$ cat src/rtl/timing_sequencer_ctrl.sv
`default_nettype none
// ============================================================================
// Module      : timing_sequencer_ctrl
// Description : Run/stop/single-step controller for the timing-step counter.
//               Produces the current step o and its one-hot decode t. It
//               supports a programmable terminal step (last), a run-time
//               prescaler and one-shot operation.
// Ports       : clk      - system clock, rising edge
//               rst_n    - asynchronous active-low reset
//               start    - IDLE -> RUN
//               stop     - RUN -> IDLE, o holds
//               step     - single advance while IDLE
//               clr      - synchronous clear of o and prescaler
//               mode     - 0 continuous, 1 one-shot (stop after wrap)
//               last     - terminal step, o wraps to 0 after it
//               o        - current step (registered)
//               t        - one-hot decode of o
//               running  - registered RUN state decode
//               wrap     - one-cycle pulse when o wraps to 0
// Revision    : 1.0 - initial release
// ============================================================================
module timing_sequencer_ctrl #(
    parameter int CNT_W    = 4,
    parameter int PRESCALE = 1
) (
    input  logic                  clk,
    input  logic                  rst_n,
    input  logic                  start,
    input  logic                  stop,
    input  logic                  step,
    input  logic                  clr,
    input  logic                  mode,
    input  logic [CNT_W-1:0]      last,
    output logic [CNT_W-1:0]      o,
    output logic [(2**CNT_W)-1:0] t,
    output logic                  running,
    output logic                  wrap
);

    localparam int C_T_W    = 2**CNT_W;
    localparam int C_PCNT_W = (PRESCALE > 1) ? $clog2(PRESCALE) : 1;
    localparam logic [C_PCNT_W-1:0] C_PMAX = C_PCNT_W'(PRESCALE - 1);

    localparam logic [0:0] S_IDLE = 1'b0;
    localparam logic [0:0] S_RUN  = 1'b1;

    logic [0:0]          state_q, state_d;
    logic [CNT_W-1:0]    o_q, o_d;
    logic [C_PCNT_W-1:0] pcnt_q, pcnt_d;
    logic                wrap_q, wrap_d;
    logic                w_adv;

    // Next-state logic. The if/else chain encodes the per-edge priority
    // clr > stop > start > step/run tick.
    always_comb begin
        state_d = state_q;
        o_d     = o_q;
        pcnt_d  = pcnt_q;
        wrap_d  = 1'b0;
        w_adv   = 1'b0;

        if (clr) begin
            o_d    = '0;
            pcnt_d = '0;
        end else if (stop) begin
            // stop while IDLE still blocks start/step on this edge
            if (state_q == S_RUN) begin
                state_d = S_IDLE;
                pcnt_d  = '0;
            end
        end else if (start && (state_q == S_IDLE)) begin
            state_d = S_RUN;
            pcnt_d  = '0;
        end else if (state_q == S_RUN) begin
            // start and step while running fall through to the normal tick
            if (pcnt_q == C_PMAX) begin
                pcnt_d = '0;
                w_adv  = 1'b1;
            end else begin
                pcnt_d = pcnt_q + 1'b1;
            end
        end else if (step) begin
            w_adv = 1'b1;
        end

        if (w_adv) begin
            // >= rather than == so an o left above a lowered last wraps too
            if (o_q >= last) begin
                o_d    = '0;
                wrap_d = 1'b1;
                if ((state_q == S_RUN) && mode) begin
                    state_d = S_IDLE;
                end
            end else begin
                o_d = o_q + 1'b1;
            end
        end
    end

    always_ff @(posedge clk or negedge rst_n) begin
        if (!rst_n) begin
            state_q <= S_IDLE;
            o_q     <= '0;
            pcnt_q  <= '0;
            wrap_q  <= 1'b0;
        end else begin
            state_q <= state_d;
            o_q     <= o_d;
            pcnt_q  <= pcnt_d;
            wrap_q  <= wrap_d;
        end
    end

    assign o       = o_q;
    assign t       = {{(C_T_W-1){1'b0}}, 1'b1} << o_q;
    assign running = (state_q == S_RUN);
    assign wrap    = wrap_q;

endmodule
`default_nettype wire

$ cat config.mk
export PLATFORM = sky130hd
export DESIGN_NAME = timing_sequencer_ctrl
export DESIGN_NICKNAME = d
export VERILOG_FILES = /design/src/rtl/timing_sequencer_ctrl.sv
export SDC_FILE = /design/constraint.sdc
export NUM_CORES = 1
export LEC_CHECK = 0
export ABC_AREA = 1
export CAP_MARGIN = 20
export CORE_MARGIN = 10
export CORE_UTILIZATION = 38
export DETAILED_ROUTE_END_ITERATION = 8
export PLACE_DENSITY = 0.87
export SYNTH_ARGS = -nofsm -noshare
export SYNTH_HDL_FRONTEND = slang
export SYNTH_SLANG_ARGS = --single-unit
$ cat constraint.sdc
create_clock -name clk -period 1.7 [get_ports clk]
set_input_delay 0.17 -clock clk [delete_from_list [all_inputs] [get_ports clk]]
set_output_delay 0.17 -clock clk [all_outputs]
set_load 0.1 [all_outputs]
==> metrics.log, run 1 <==
INFO  metric netlist_instances = 94
INFO  metric post_cts.repair.setup_buffers = 5
INFO  metric run.stop_error = [ERROR DPL-0033] detailed placement checks failed during check placement.
INFO  metric synth_largest_area_cell = sky130_fd_sc_hd__dfrtp_1
INFO  metric count_of_boundary_i_o_pins = 33
INFO  metric floorplan.rows = 14
INFO  metric dp_hpwl = 2.72 mm
INFO  metric run_status = aborted with a tool error
INFO  metric chip_height = 60.7 microns
INFO  metric stop_stage = 4_1_cts
INFO  metric clock_sinks = 6
INFO  metric cts_resized = 3
INFO  metric htree_num_levels = 1
INFO  metric place.port_buffers = 32
INFO  metric initial_util = 40.8%
INFO  metric syn_area = 629 sq um
INFO  metric gpl.final_weighted_congestion = 0.878
INFO  metric die_w = 60.7 microns
INFO  metric synth_fp_nets = 115
INFO  metric seq_area_frac_synth = 23.9%
INFO  metric synthesis.area_per_instance = 6.70 sq um
INFO  metric synth_seq_cells = 6
INFO  metric tritoncts.num_buffers = 3
INFO  metric synth_warnings = 0
INFO  metric cts.root.buffer_cell = sky130_fd_sc_hd__clkbuf_4
INFO  metric clock_tree.buffer_depth = 2
INFO  metric synth.top_cells.by_area = sky130_fd_sc_hd__dfrtp_1 (24%), sky130_fd_sc_hd__ha_1 (20%), sky130_fd_sc_hd__inv_1 (14%), sky130_fd_sc_hd__nand2_1 (14%), sky130_fd_sc_hd__nor3_1 (9.5%)
INFO  metric synth.top_cell.area_share = 23.9%
INFO  metric yosys.cell_types.count = 16
INFO  metric cts_hold_buffers = 0
Yosys cell counts, drive strengths merged:
cell type	number
a21oi	4
buf	2
dfrtp	6
ha	10
inv	25
nand2	23
nand3	5
nand4	1
nor2	4
nor3	12
o21ai	1
xor2	1
through the flow:
stage	cells	util, %	cell area (sq um)	setup slack, ns
3_3_place_gp	144	95.5	1470	0.154
3_5_place_dp	144	95.5	1470	-0.0819
2_1_floorplan	94	-	920	-0.287
kinds of logic after synthesis:
group / Yosys count / synth area share, %
AND/OR/NAND/NOR: 45 / 33.4
XOR/XNOR: 1 / 1.39
buffers and inverters: 27 / 16.9
flip-flops: 6 / 23.9
adder cells (fa/ha/maj): 10 / 19.9
AO/OA/AOI/OAI: 5 / 4.57
==> run 2, diff against run 1 <==
- CORE_AREA: unset -> 10 10 71 73
- CORE_MARGIN: 10 -> unset
- CORE_UTILIZATION: 38 -> unset
- DIE_AREA: unset -> 0 0 81 83
- PLACE_DENSITY: 0.87 -> unset
- PLACE_DENSITY_LB_ADDON: unset -> 0.15
==> run 2 against run 1 <==
- the flow now finishes without violations
- synthesized cell count is the same
- synthesized area is the same
==> metrics.log, run 2 <==
INFO  metric run_status = completed
INFO  metric overall_routing_resource_usage = 5.78%
INFO  metric ys.flop_type = sky130_fd_sc_hd__dfrtp_1
INFO  metric final_max_slew_viol_count = 0
INFO  metric terminus_of_the_critical_flop_to_flop_path = o[0]$_DFFE_PN0P_
INFO  metric fp.dieArea = 0.00672 sq mm
INFO  metric initial_util = 17.3% (-24 points)
INFO  metric post-route-drc-count = 0
INFO  metric endpoint_kind = primary output
INFO  metric gpl.final_weighted_congestion = 0.713 (-19%)
INFO  metric detailedRoute.firstIterationViolations = 12
INFO  metric finalCoreUtilization = 43.7%
INFO  metric cts.root.buffer_cell = sky130_fd_sc_hd__clkbuf_8
INFO  metric synthesis.area_per_instance = 6.70 sq um (unchanged)
INFO  metric first_pass_iters = 4
INFO  metric flip_flop_count_of_the_largest_register_all_copies_and_words_added = 4
INFO  metric vdd_ir_drop_max = 502 uV
INFO  metric synth.top_cell.area_share = 23.9% (unchanged)
INFO  metric dp.cells = 176 (+22%)
INFO  metric synth_seq_cells = 6 (unchanged)
INFO  metric syn_area = 629 sq um (unchanged)
INFO  metric chip_height = 83 microns (+37%)
INFO  metric fin_skew = 0.00282 ns
INFO  metric dr_total_vias = 697
INFO  metric grt_antenna_before_repair = 0
INFO  metric worst_setup_hold_path_clk_slew = 0.04 ns
INFO  metric worstReg2RegStart = o[2]$_DFFE_PN0P_
INFO  metric final_cell_mix = sky130_fd_sc_hd__nand2_1 (21), sky130_fd_sc_hd__buf_12 (21), sky130_fd_sc_hd__inv_1 (14)
INFO  metric route.final.wire_length = 1.94 mm
INFO  metric switching_power_of_the_nets = 0.277 mW
INFO  metric instances_no_fill = 184
INFO  metric core = 0.00363 sq mm
INFO  metric netlist_instances = 94 (unchanged)
INFO  metric pin_count_of_the_biggest_net_entering_global_routing = 8
INFO  metric seq_power_share = 23.4%
INFO  metric setup.worst_path.class = reg -> out
INFO  metric pwr-share-comb = 46.0%
INFO  metric dp_hpwl = 1.75 mm (-36%)
INFO  metric start_kind = register
INFO  metric arrival = 1.46 ns
INFO  metric drt.antenna.violating_nets = 0
INFO  metric timing.hold.ws = 0.198 ns
INFO  metric avgRoutedWirePerCell = 10.6 microns
INFO  metric place_worst_setup_slack = 0.0728 ns (+0.155 ns)
INFO  metric synth.top_cells.by_area = sky130_fd_sc_hd__dfrtp_1 (24%), sky130_fd_sc_hd__ha_1 (20%), sky130_fd_sc_hd__inv_1 (14%), sky130_fd_sc_hd__nand2_1 (14%), sky130_fd_sc_hd__nor3_1 (9.5%)
INFO  metric most_common_library_cells_after_synthesis = sky130_fd_sc_hd__inv_1 (23), sky130_fd_sc_hd__nand2_1 (23), sky130_fd_sc_hd__nor3_1 (12), sky130_fd_sc_hd__ha_1 (10), sky130_fd_sc_hd__dfrtp_1 (6)
INFO  metric clock_tree.buffer_depth = 2 (unchanged)
INFO  metric fin_crit = 1.63 ns
INFO  metric postSynth.asyncResetShare = 100% (unchanged)
INFO  metric synth_largest_area_cell = sky130_fd_sc_hd__dfrtp_1
INFO  metric count_of_boundary_i_o_pins = 33 (unchanged)
INFO  metric worstMarginPinSlew = 0.331 ns
INFO  metric yosys.cell_types.count = 16 (unchanged)
INFO  metric antenna_cell_count = 0
INFO  metric place.port_buffers = 32 (unchanged)
INFO  metric first_pass_grt_wire_length = 3.34 mm
INFO  metric clock_sinks = 6 (unchanged)
INFO  metric syn_to_final_growth = 152%
INFO  metric synth_fp_nets = 115 (unchanged)
INFO  metric fmax = 615 MHz
INFO  metric synth_edf_count = 0 (unchanged)
INFO  metric setup_repair_after_global_routing_missed_its_margin = false
INFO  metric slew_headroom = 77.9%
INFO  metric worst-path-max-fanout = 5
INFO  metric synth_warnings = 0 (unchanged)
INFO  metric hp-class = in -> async
INFO  metric die_w = 81 microns (+33%)
INFO  metric reg2reg_setup_slack = 0.20 ns
INFO  metric p_leak = 0.688 nW
INFO  metric min_period_over_period = 95.7%
INFO  metric first_global_vias = 717
INFO  metric power.density_cell_area = 452 mW/mm^2
INFO  metric worstSkewPairLatency = 0.22 ns
INFO  metric finalHoldViolCount = 0
INFO  metric share_clk_of_total_power = 30.5%
INFO  metric seq_area_frac_synth = 23.9% (unchanged)
INFO  metric grt.overflow.total = 0
INFO  metric floorplan.rows = 22 (+8)
INFO  metric p_int = 0.440 mW
INFO  metric report.final.setup_viol = 0
INFO  metric worstRegToRegCells = 8
INFO  metric tritoncts.num_buffers = 3 (unchanged)
INFO  metric pnr_worst_setup_slack = 0.0738 ns
INFO  metric switching_share = 38.6%
INFO  metric final_layout_size_suffix_gt1_share = 54.4%
INFO  metric max-cap-violations = 0
INFO  metric cts_tree = done
INFO  metric cp.required = 1.53 ns
INFO  metric vias_per_cell = 3.79
INFO  metric htree_num_levels = 1 (unchanged)
INFO  metric nets = 158
==> run 2: final cells by class <==
cell class / count / area, sq um
Fill cell: 355 / 2050
Multi-Input combinational cell: 61 / 603
Timing Repair Buffer: 40 / 588
Sequential cell: 6 / 165
Inverter: 25 / 126
Tap cell: 48 / 60.1
Clock buffer: 4 / 45.0
==> run 2: critical path: stages (launching register included) <==
cell                      delay [ns]
sky130_fd_sc_hd__dfrtp_4        0.51
sky130_fd_sc_hd__inv_4          0.11
sky130_fd_sc_hd__ha_4           0.15
sky130_fd_sc_hd__inv_4          0.05
sky130_fd_sc_hd__nor3_4         0.21
sky130_fd_sc_hd__buf_12         0.20
==> run 2: timing repair <==
item | CTS | global route
gates resized for setup | 0 | 0
hold buffers | 0 | 0
buffers inserted | 0 | 4
setup endpoints to repair | 0 | 5
==> run 2: cell families after synthesis <==
kind of cell             synth area share, %
AND/OR/NAND/NOR                         33.4
buffers and inverters                   16.9
adder cells (fa/ha/maj)                 19.9
flip-flops                              23.9
AO/OA/AOI/OAI                           4.57
XOR/XNOR                                1.39
==> run 2: how the worst max path moves through the flow <==
stage | to | depth (start not counted) | start | slack [ns]
after floorplan | t[10] | 2 | o[3]$_DFFE_PN0P_ | -0.29
after global placement | o[0]$_DFFE_PN0P_ | 8 | last[3] | 0.11
after detailed placement | o[0]$_DFFE_PN0P_ | 8 | last[3] | 0.07
after CTS | t[12] | 5 | o[0]$_DFFE_PN0P_ | 0.002
after global routing | t[12] | 5 | o[0]$_DFFE_PN0P_ | 0.004
final | t[12] | 5 | o[0]$_DFFE_PN0P_ | 0.07
==> run 2: power groups by stage <==
stage / logic [mW] / registers, mW / clock network [mW]
after floorplan: 0.160 / 0.221 / 0
after global placement: 0.316 / 0.176 / 0
after detailed placement: 0.318 / 0.176 / 0
after CTS: 0.318 / 0.175 / 0.226
after global routing: 0.351 / 0.170 / 0.234
final: 0.330 / 0.168 / 0.219
==> run 2: layer usage <==
layer  GRT usage, %  wire [microns]
met1           7.05             865
met2           9.15             906
met3           2.26             170
met4           1.41               0
met5              0               0
==> run 2: through the flow <==
| step | TNS (ns) | power, mW | cell area, sq um |
|---|---|---|---|
| 6_report | 0 | 0.717 | 1590 |
| 5_1_grt | 0 | 0.755 | 1590 |
| 4_1_cts | 0 | 0.719 | 1560 |
| 3_5_place_dp | 0 | 0.494 | 1510 |
| 3_3_place_gp | 0 | 0.492 | 1510 |
| 2_1_floorplan | -2.94 | 0.381 | 920 |
No activity file was read; power rests on OpenSTA's default activity.
